==> config.mk <==
export PLATFORM = sky130hd
export DESIGN_NAME = multicycle_ctrl
export DESIGN_NICKNAME = d
export VERILOG_FILES = /design/src/rtl/multicycle_ctrl.sv
export SDC_FILE = /design/constraint.sdc
export NUM_CORES = 1
export LEC_CHECK = 0
export BUFFER_PORTS_ARGS = -buffer_cell sky130_fd_sc_hd__buf_2
export CORE_MARGIN = 2
export CORE_UTILIZATION = 51
export CTS_CLUSTER_SIZE = 20
export DETAILED_ROUTE_END_ITERATION = 12
export MAX_ROUTING_LAYER = met4
export PLACE_DENSITY = 0.83
export SLEW_MARGIN = 20
export SYNTH_ARGS = -nofsm -noshare
export SYNTH_HDL_FRONTEND = slang
export SYNTH_SLANG_ARGS = --single-unit
==> constraint.sdc <==
create_clock -name clk -period 2.94 [get_ports clk]
set_clock_uncertainty 0.1 [all_clocks]
set_input_delay 0.294 -clock clk [delete_from_list [all_inputs] [get_ports clk]]
set_output_delay 0.294 -clock clk [all_outputs]
set_load 0.02 [all_outputs]
==> src/rtl/multicycle_ctrl.sv <==
// Main control FSM for the multi-cycle RISC-V core.
// A single shared datapath (register file, ALU, immediate unit and unified
// instruction/data memory) is stepped through fetch, decode, execute, memory
// and writeback. This module drives every mux select and write enable,
// stalls on memory handshakes, counts retired instructions and halts on an
// unsupported opcode.
//
// Ports:
//   clk, rst        clock (rising edge), asynchronous active-high reset
//   op              instr[6:0] from the instruction register
//   flag            ALU branch-condition result (used only in BRANCH)
//   mem_ready       memory access completes this cycle
//   PCWrite/IRWrite PC and IR/oldPC enables
//   AdrSrc          memory address: 0 = PC, 1 = ALUout
//   ALUsrcA/B       ALU operand selects
//   ALUop           00 add, 01 branch compare, 10 funct-decoded
//   ResultSrc       00 ALUout, 01 memory data, 10 ALU direct, 11 IMM
//   RegWrite        register file write enable
//   RamWrite        memory write enable
//   IMMsrc          immediate format: 000 I, 001 S, 010 B, 011 U, 100 J
//   halted          sticky illegal-opcode indicator
//   instret         retired-instruction count (wraps)
//   state           current state encoding for debug
//
// state    | meaning
// ---------+---------------------------------------------------------
// FETCH    | read instruction at PC, PC <= PC+4 when memory ready
// DECODE   | ALUout <= oldPC + B-immediate (branch target precompute)
// MEMADR   | ALUout <= rs1 + I/S immediate
// MEMREAD  | load data from ALUout address, wait for memory
// MEMWB    | rd <= memory data register
// MEMWRITE | store to ALUout address, held until memory ready
// EXECR    | R-type ALU operation
// EXECI    | I-type ALU operation
// ALUWB    | rd <= ALUout
// BRANCH   | compare rs1/rs2, PC <= precomputed target when flag
// JAL      | PC <= precomputed target, ALU forms oldPC+4
// JALR     | PC <= rs1 + imm
// LINKWB   | rd <= oldPC + 4
// LUI      | rd <= U-immediate
// ILLEGAL  | unsupported opcode, parked until reset

module multicycle_ctrl #(
    parameter int WD = 32,
    parameter int SW = 4
) (
    input  logic          clk,
    input  logic          rst,
    input  logic [6:0]    op,
    input  logic          flag,
    input  logic          mem_ready,
    output logic          PCWrite,
    output logic          IRWrite,
    output logic          AdrSrc,
    output logic [1:0]    ALUsrcA,
    output logic [1:0]    ALUsrcB,
    output logic [1:0]    ALUop,
    output logic [1:0]    ResultSrc,
    output logic          RegWrite,
    output logic          RamWrite,
    output logic [2:0]    IMMsrc,
    output logic          halted,
    output logic [WD-1:0] instret,
    output logic [SW-1:0] state
);

    localparam logic [SW-1:0] S_FETCH    = SW'(0);
    localparam logic [SW-1:0] S_DECODE   = SW'(1);
    localparam logic [SW-1:0] S_MEMADR   = SW'(2);
    localparam logic [SW-1:0] S_MEMREAD  = SW'(3);
    localparam logic [SW-1:0] S_MEMWB    = SW'(4);
    localparam logic [SW-1:0] S_MEMWRITE = SW'(5);
    localparam logic [SW-1:0] S_EXECR    = SW'(6);
    localparam logic [SW-1:0] S_EXECI    = SW'(7);
    localparam logic [SW-1:0] S_ALUWB    = SW'(8);
    localparam logic [SW-1:0] S_BRANCH   = SW'(9);
    localparam logic [SW-1:0] S_JAL      = SW'(10);
    localparam logic [SW-1:0] S_JALR     = SW'(11);
    localparam logic [SW-1:0] S_LINKWB   = SW'(12);
    localparam logic [SW-1:0] S_LUI      = SW'(13);
    localparam logic [SW-1:0] S_ILLEGAL  = SW'(14);

    logic [SW-1:0] state_q, state_d;
    logic [WD-1:0] instret_q, instret_d;

    // State register and retired-instruction counter
    always_ff @(posedge clk or posedge rst) begin
        if (rst) begin
            state_q   <= S_FETCH;
            instret_q <= '0;
        end else begin
            state_q   <= state_d;
            instret_q <= instret_d;
        end
    end

    // Next-state logic
    always_comb begin
        state_d = state_q;
        case (state_q)
            S_FETCH:    if (mem_ready) state_d = S_DECODE;
            S_DECODE: begin
                case (op)
                    7'b0000011,
                    7'b0100011: state_d = S_MEMADR;
                    7'b0110011: state_d = S_EXECR;
                    7'b0010011: state_d = S_EXECI;
                    7'b1100011: state_d = S_BRANCH;
                    7'b1101111: state_d = S_JAL;
                    7'b1100111: state_d = S_JALR;
                    7'b0110111: state_d = S_LUI;
                    default:    state_d = S_ILLEGAL;
                endcase
            end
            S_MEMADR:   state_d = op[5] ? S_MEMWRITE : S_MEMREAD;
            S_MEMREAD:  if (mem_ready) state_d = S_MEMWB;
            S_MEMWB:    state_d = S_FETCH;
            S_MEMWRITE: if (mem_ready) state_d = S_FETCH;
            S_EXECR:    state_d = S_ALUWB;
            S_EXECI:    state_d = S_ALUWB;
            S_ALUWB:    state_d = S_FETCH;
            S_BRANCH:   state_d = S_FETCH;
            S_JAL:      state_d = S_ALUWB;
            S_JALR:     state_d = S_LINKWB;
            S_LINKWB:   state_d = S_FETCH;
            S_LUI:      state_d = S_FETCH;
            S_ILLEGAL:  state_d = S_ILLEGAL;
            default:    state_d = S_FETCH;
        endcase
    end

    // An instruction retires on any entry into FETCH from another state;
    // FETCH stalls and ILLEGAL never satisfy this.
    always_comb begin
        instret_d = instret_q;
        if ((state_d == S_FETCH) && (state_q != S_FETCH))
            instret_d = instret_q + WD'(1);
    end

    // Output decode
    always_comb begin
        PCWrite   = 1'b0;
        IRWrite   = 1'b0;
        AdrSrc    = 1'b0;
        ALUsrcA   = 2'b00;
        ALUsrcB   = 2'b00;
        ALUop     = 2'b00;
        ResultSrc = 2'b00;
        RegWrite  = 1'b0;
        RamWrite  = 1'b0;
        IMMsrc    = 3'b000;
        halted    = 1'b0;
        case (state_q)
            S_FETCH: begin
                ALUsrcB   = 2'b10;
                ResultSrc = 2'b10;
                IRWrite   = mem_ready;
                PCWrite   = mem_ready;
            end
            S_DECODE: begin
                ALUsrcA = 2'b10;
                ALUsrcB = 2'b01;
                IMMsrc  = 3'b010;
            end
            S_MEMADR: begin
                ALUsrcA = 2'b01;
                ALUsrcB = 2'b01;
                IMMsrc  = op[5] ? 3'b001 : 3'b000;
            end
            S_MEMREAD:  AdrSrc = 1'b1;
            S_MEMWB: begin
                ResultSrc = 2'b01;
                RegWrite  = 1'b1;
            end
            S_MEMWRITE: begin
                AdrSrc   = 1'b1;
                RamWrite = 1'b1;
            end
            S_EXECR: begin
                ALUsrcA = 2'b01;
                ALUop   = 2'b10;
            end
            S_EXECI: begin
                ALUsrcA = 2'b01;
                ALUsrcB = 2'b01;
                ALUop   = 2'b10;
            end
            S_ALUWB:    RegWrite = 1'b1;
            S_BRANCH: begin
                ALUsrcA = 2'b01;
                ALUop   = 2'b01;
                PCWrite = flag;
            end
            S_JAL: begin
                ALUsrcA = 2'b10;
                ALUsrcB = 2'b10;
                PCWrite = 1'b1;
            end
            S_JALR: begin
                ALUsrcA   = 2'b01;
                ALUsrcB   = 2'b01;
                ResultSrc = 2'b10;
                PCWrite   = 1'b1;
            end
            S_LINKWB: begin
                ALUsrcA   = 2'b10;
                ALUsrcB   = 2'b10;
                ResultSrc = 2'b10;
                RegWrite  = 1'b1;
            end
            S_LUI: begin
                ALUsrcB   = 2'b01;
                IMMsrc    = 3'b011;
                ResultSrc = 2'b11;
                RegWrite  = 1'b1;
            end
            S_ILLEGAL:  halted = 1'b1;
            default: ;
        endcase
    end

    assign instret = instret_q;
    assign state   = state_q;

endmodule

==> flow_summary.toml <==
[power]
total_power_mw = 2.09
cellLeakagePower_nw = 1.38
ir_worst_vdd_mv = 0.490
p_per_area_nw_per_um2 = 786

[finish]
final_util_pct = 66.0
fin_cells = 346
fin_nets = 307
diodes = 0
syn_to_final_growth_pct = 23.9
fillCellCount = 351
post_route_cells_drive_above_1_share_pct = 31.4

[detailed_routing]
drtIter0Drc = 74
via_per_inst = 5.38
drc_errors = 0
wl_per_cell_um = 13.5
num_vias = 1860
dr.pass1.iters = 4
antenna_left = 0
wl_um = 4680

[timing]
fin_crit_ns = 2.73
worst_slack_ns = 0.212
slew_headroom_pct = 59.4
fin_tns_setup_ns = 0
maxSlewViolCount = 0
hold_viol = 9
worst_pin_slew_ns = 0.606
setup-violations-final = 0
period_share_pct = 92.8
rsz0062_at_grt = "no"
finalHoldWorstSlack_ns = -0.0101
fmax_mhz = 367

[floorplan]
die_y_um = 68.9
die-area_sq_um = 4740
rows = 23
start_util_pct = 53.3
pin_count = 64
core_area_sq_um = 4030
die_w_um = 68.9

[critical_path]
cp.arrival_ns = 2.83
cp.required_ns = 3.04
crit_buf_inv = 2
crit_fanout = 13
cp_slowest_cell = "or4_4"
crit_type = "reg2reg"
max_stage_delay_ns = 0.63
crit_family = "simple AND/OR/NAND/NOR gates"
cp_cell_sequence = "buf_4 > nand2b_1 > nor2_1 > a211oi_4 > buf_4 > nand2b_4 > or4_4 > nor4_1 > xor2_1"
critPathCaptureType = "flop"
path_common_cell = "buf_4"
critPathLaunchType = "flop"

[global_route]
grt.overflow.total = 0
grt_pass1_vias = 1680
antenna_found_initial = 0
grt_first_pass_wirelength_um = 7540
globalRouteTotalUtil_pct = 21.7
grt_max_degree = 37

[clock_tree]
clockRootBuffer = "clkbuf_8"
cts_tree = "done"
clock-sinks = 36
postCtsSetupBuffers = 0
clk_latency_ns = 0.29
cts.path.max_buffers = 2
h-tree-depth = 2
clk_pin_slew_ns = 0.07
cts_buffers = 5

[synth]
syn_inst = 223
synthArstFlopShare_pct = 100
seq_area_frac_synth_pct = 42.0
synth-edff-count = 0
synth_common_cells = "36 x dfrtp_1, 19 x xnor2_1, 17 x nand2_1, 16 x nor2_1, 16 x xor2_1"
synth_area_leaders = "dfrtp_1 42%, xnor2_1 7.8%, xor2_1 6.5%, nand2_1 3.0%, nor2_1 2.8%"
syn_area_sq_um = 2150
syn_area_per_cell_sq_um = 9.62
ys.warnings.count = 0
synth_nets = 235
ys.flop_type = "dfrtp_1"
yosysMostFrequentCell = "dfrtp_1"
synthDistinctLibCells = 49
synth_seq_cells = 36
synth_area_leader_cell = "dfrtp_1"
synth_top_area_share_pct = 42.0

[placement]
gp_congestion = 0.852
dp_slack_ns = 0.157
hpwl_um = 3570
placedCellCount = 338
numPortBuffers = 62

[status]
status = "complete, but fails checks"
failed_checks = "hold timing"

[run]
cap_violations = 0

[hold_path]
hp-class = "in2async"
-- path summary, 6_finish.rpt --
| check | start | endpoint | cells past startpoint | slack [ns] |
|---|---|---|---|---|
| setup / recovery | state[0]$_DFF_PP0_ | instret[27]$_DFFE_PP0P_ | 9 | 0.21 |
| hold / removal | rst | instret[22]$_DFFE_PP0P_ | 3 | -0.01 |
| setup reg to reg | state[0]$_DFF_PP0_ | instret[27]$_DFFE_PP0P_ | 9 | 0.21 |
| hold reg to reg | instret[31]$_DFFE_PP0P_ | instret[31]$_DFFE_PP0P_ | 1 | 0.37 |
| max in group asynchronous | rst | state[3]$_DFF_PP0_ | 3 | 2.41 |
| min in group clk | mem_ready | state[0]$_DFF_PP0_ | 3 | 0.34 |
-- stage by stage --
step,hold WS (ns),area [sq um]
after CTS,0.0109,2650
after global routing,0.0513,2660
after detailed placement,0.312,2560
final,-0.0101,2660
after floorplan,0.361,2150
after global placement,0.314,2560
-- area by class of cell --
| type | count | area [sq um] | area share [%] |
|---|---|---|---|
| clock inverters | 1 | 7.51 | 0.282 |
| repair buffers | 76 | 415 | 15.6 |
| inverters | 9 | 33.8 | 1.27 |
| multi-input cells | 167 | 1150 | 43.3 |
| clock buffers | 7 | 86.3 | 3.25 |
| well taps | 50 | 62.6 | 2.35 |
| flip-flops and latches | 36 | 901 | 33.9 |
-- metal layers --
layer  up-vias  track usage [%]  share of wire [%]
met1       897             28.5                 45
met3         7             3.90                4.7
li1        915                -                  -
met5         -                -                  0
met2        41             35.0                 50
met4         0             5.64               0.94
-- registers in the layout, indices dropped and copies added (netlist names) --
register	cells
state	4
instret	32
-- cell usage in the layout, fill, tap and decap left out, types with 6 or more instances in the layout --
cell type	instances
buf_2	62
buf_4	14
clkbuf_8	6
dfrtp_1	36
inv_1	8
nand2_1	17
nand2b_1	7
nand3_1	9
nand4_1	9
nor2_1	16
nor2b_1	6
nor3_1	10
o21ai_0	7
xnor2_1	19
xor2_1	16
-- worst reg2reg max path, stage by stage (launching register included) --
cell	delay, ns
dfrtp_1	0.46
buf_4	0.20
nand2b_1	0.18
nor2_1	0.11
a211oi_4	0.23
buf_4	0.16
nand2b_4	0.05
or4_4	0.63
nor4_1	0.37
xor2_1	0.17
-- power by group --
| group | leakage (nW) | switching [mW] | internal, mW |
|---|---|---|---|
| Clock | 0.0445 | 0.170 | 0.190 |
| Sequential | 0.474 | 0.111 | 0.561 |
| Combinational | 0.858 | 0.612 | 0.446 |
| Total | 1.38 | 0.892 | 1.20 |
-- logic make-up after synthesis --
logic type	share of synthesized area (%)
AND/OR/NAND/NOR	29.0
flip-flops	42.0
XOR/XNOR	14.3
AO/OA/AOI/OAI	8.69
buffers and inverters	4.72
adder cells (fa/ha/maj)	0.583
other	0.175
multiplexers	0.525
-- timing repair --
item	4_1_cts	5_1_grt
hold buffers	0	0
resized for setup	0	1
endpoints found under the setup margin	0	8
(Power assumes the default switching activity.)
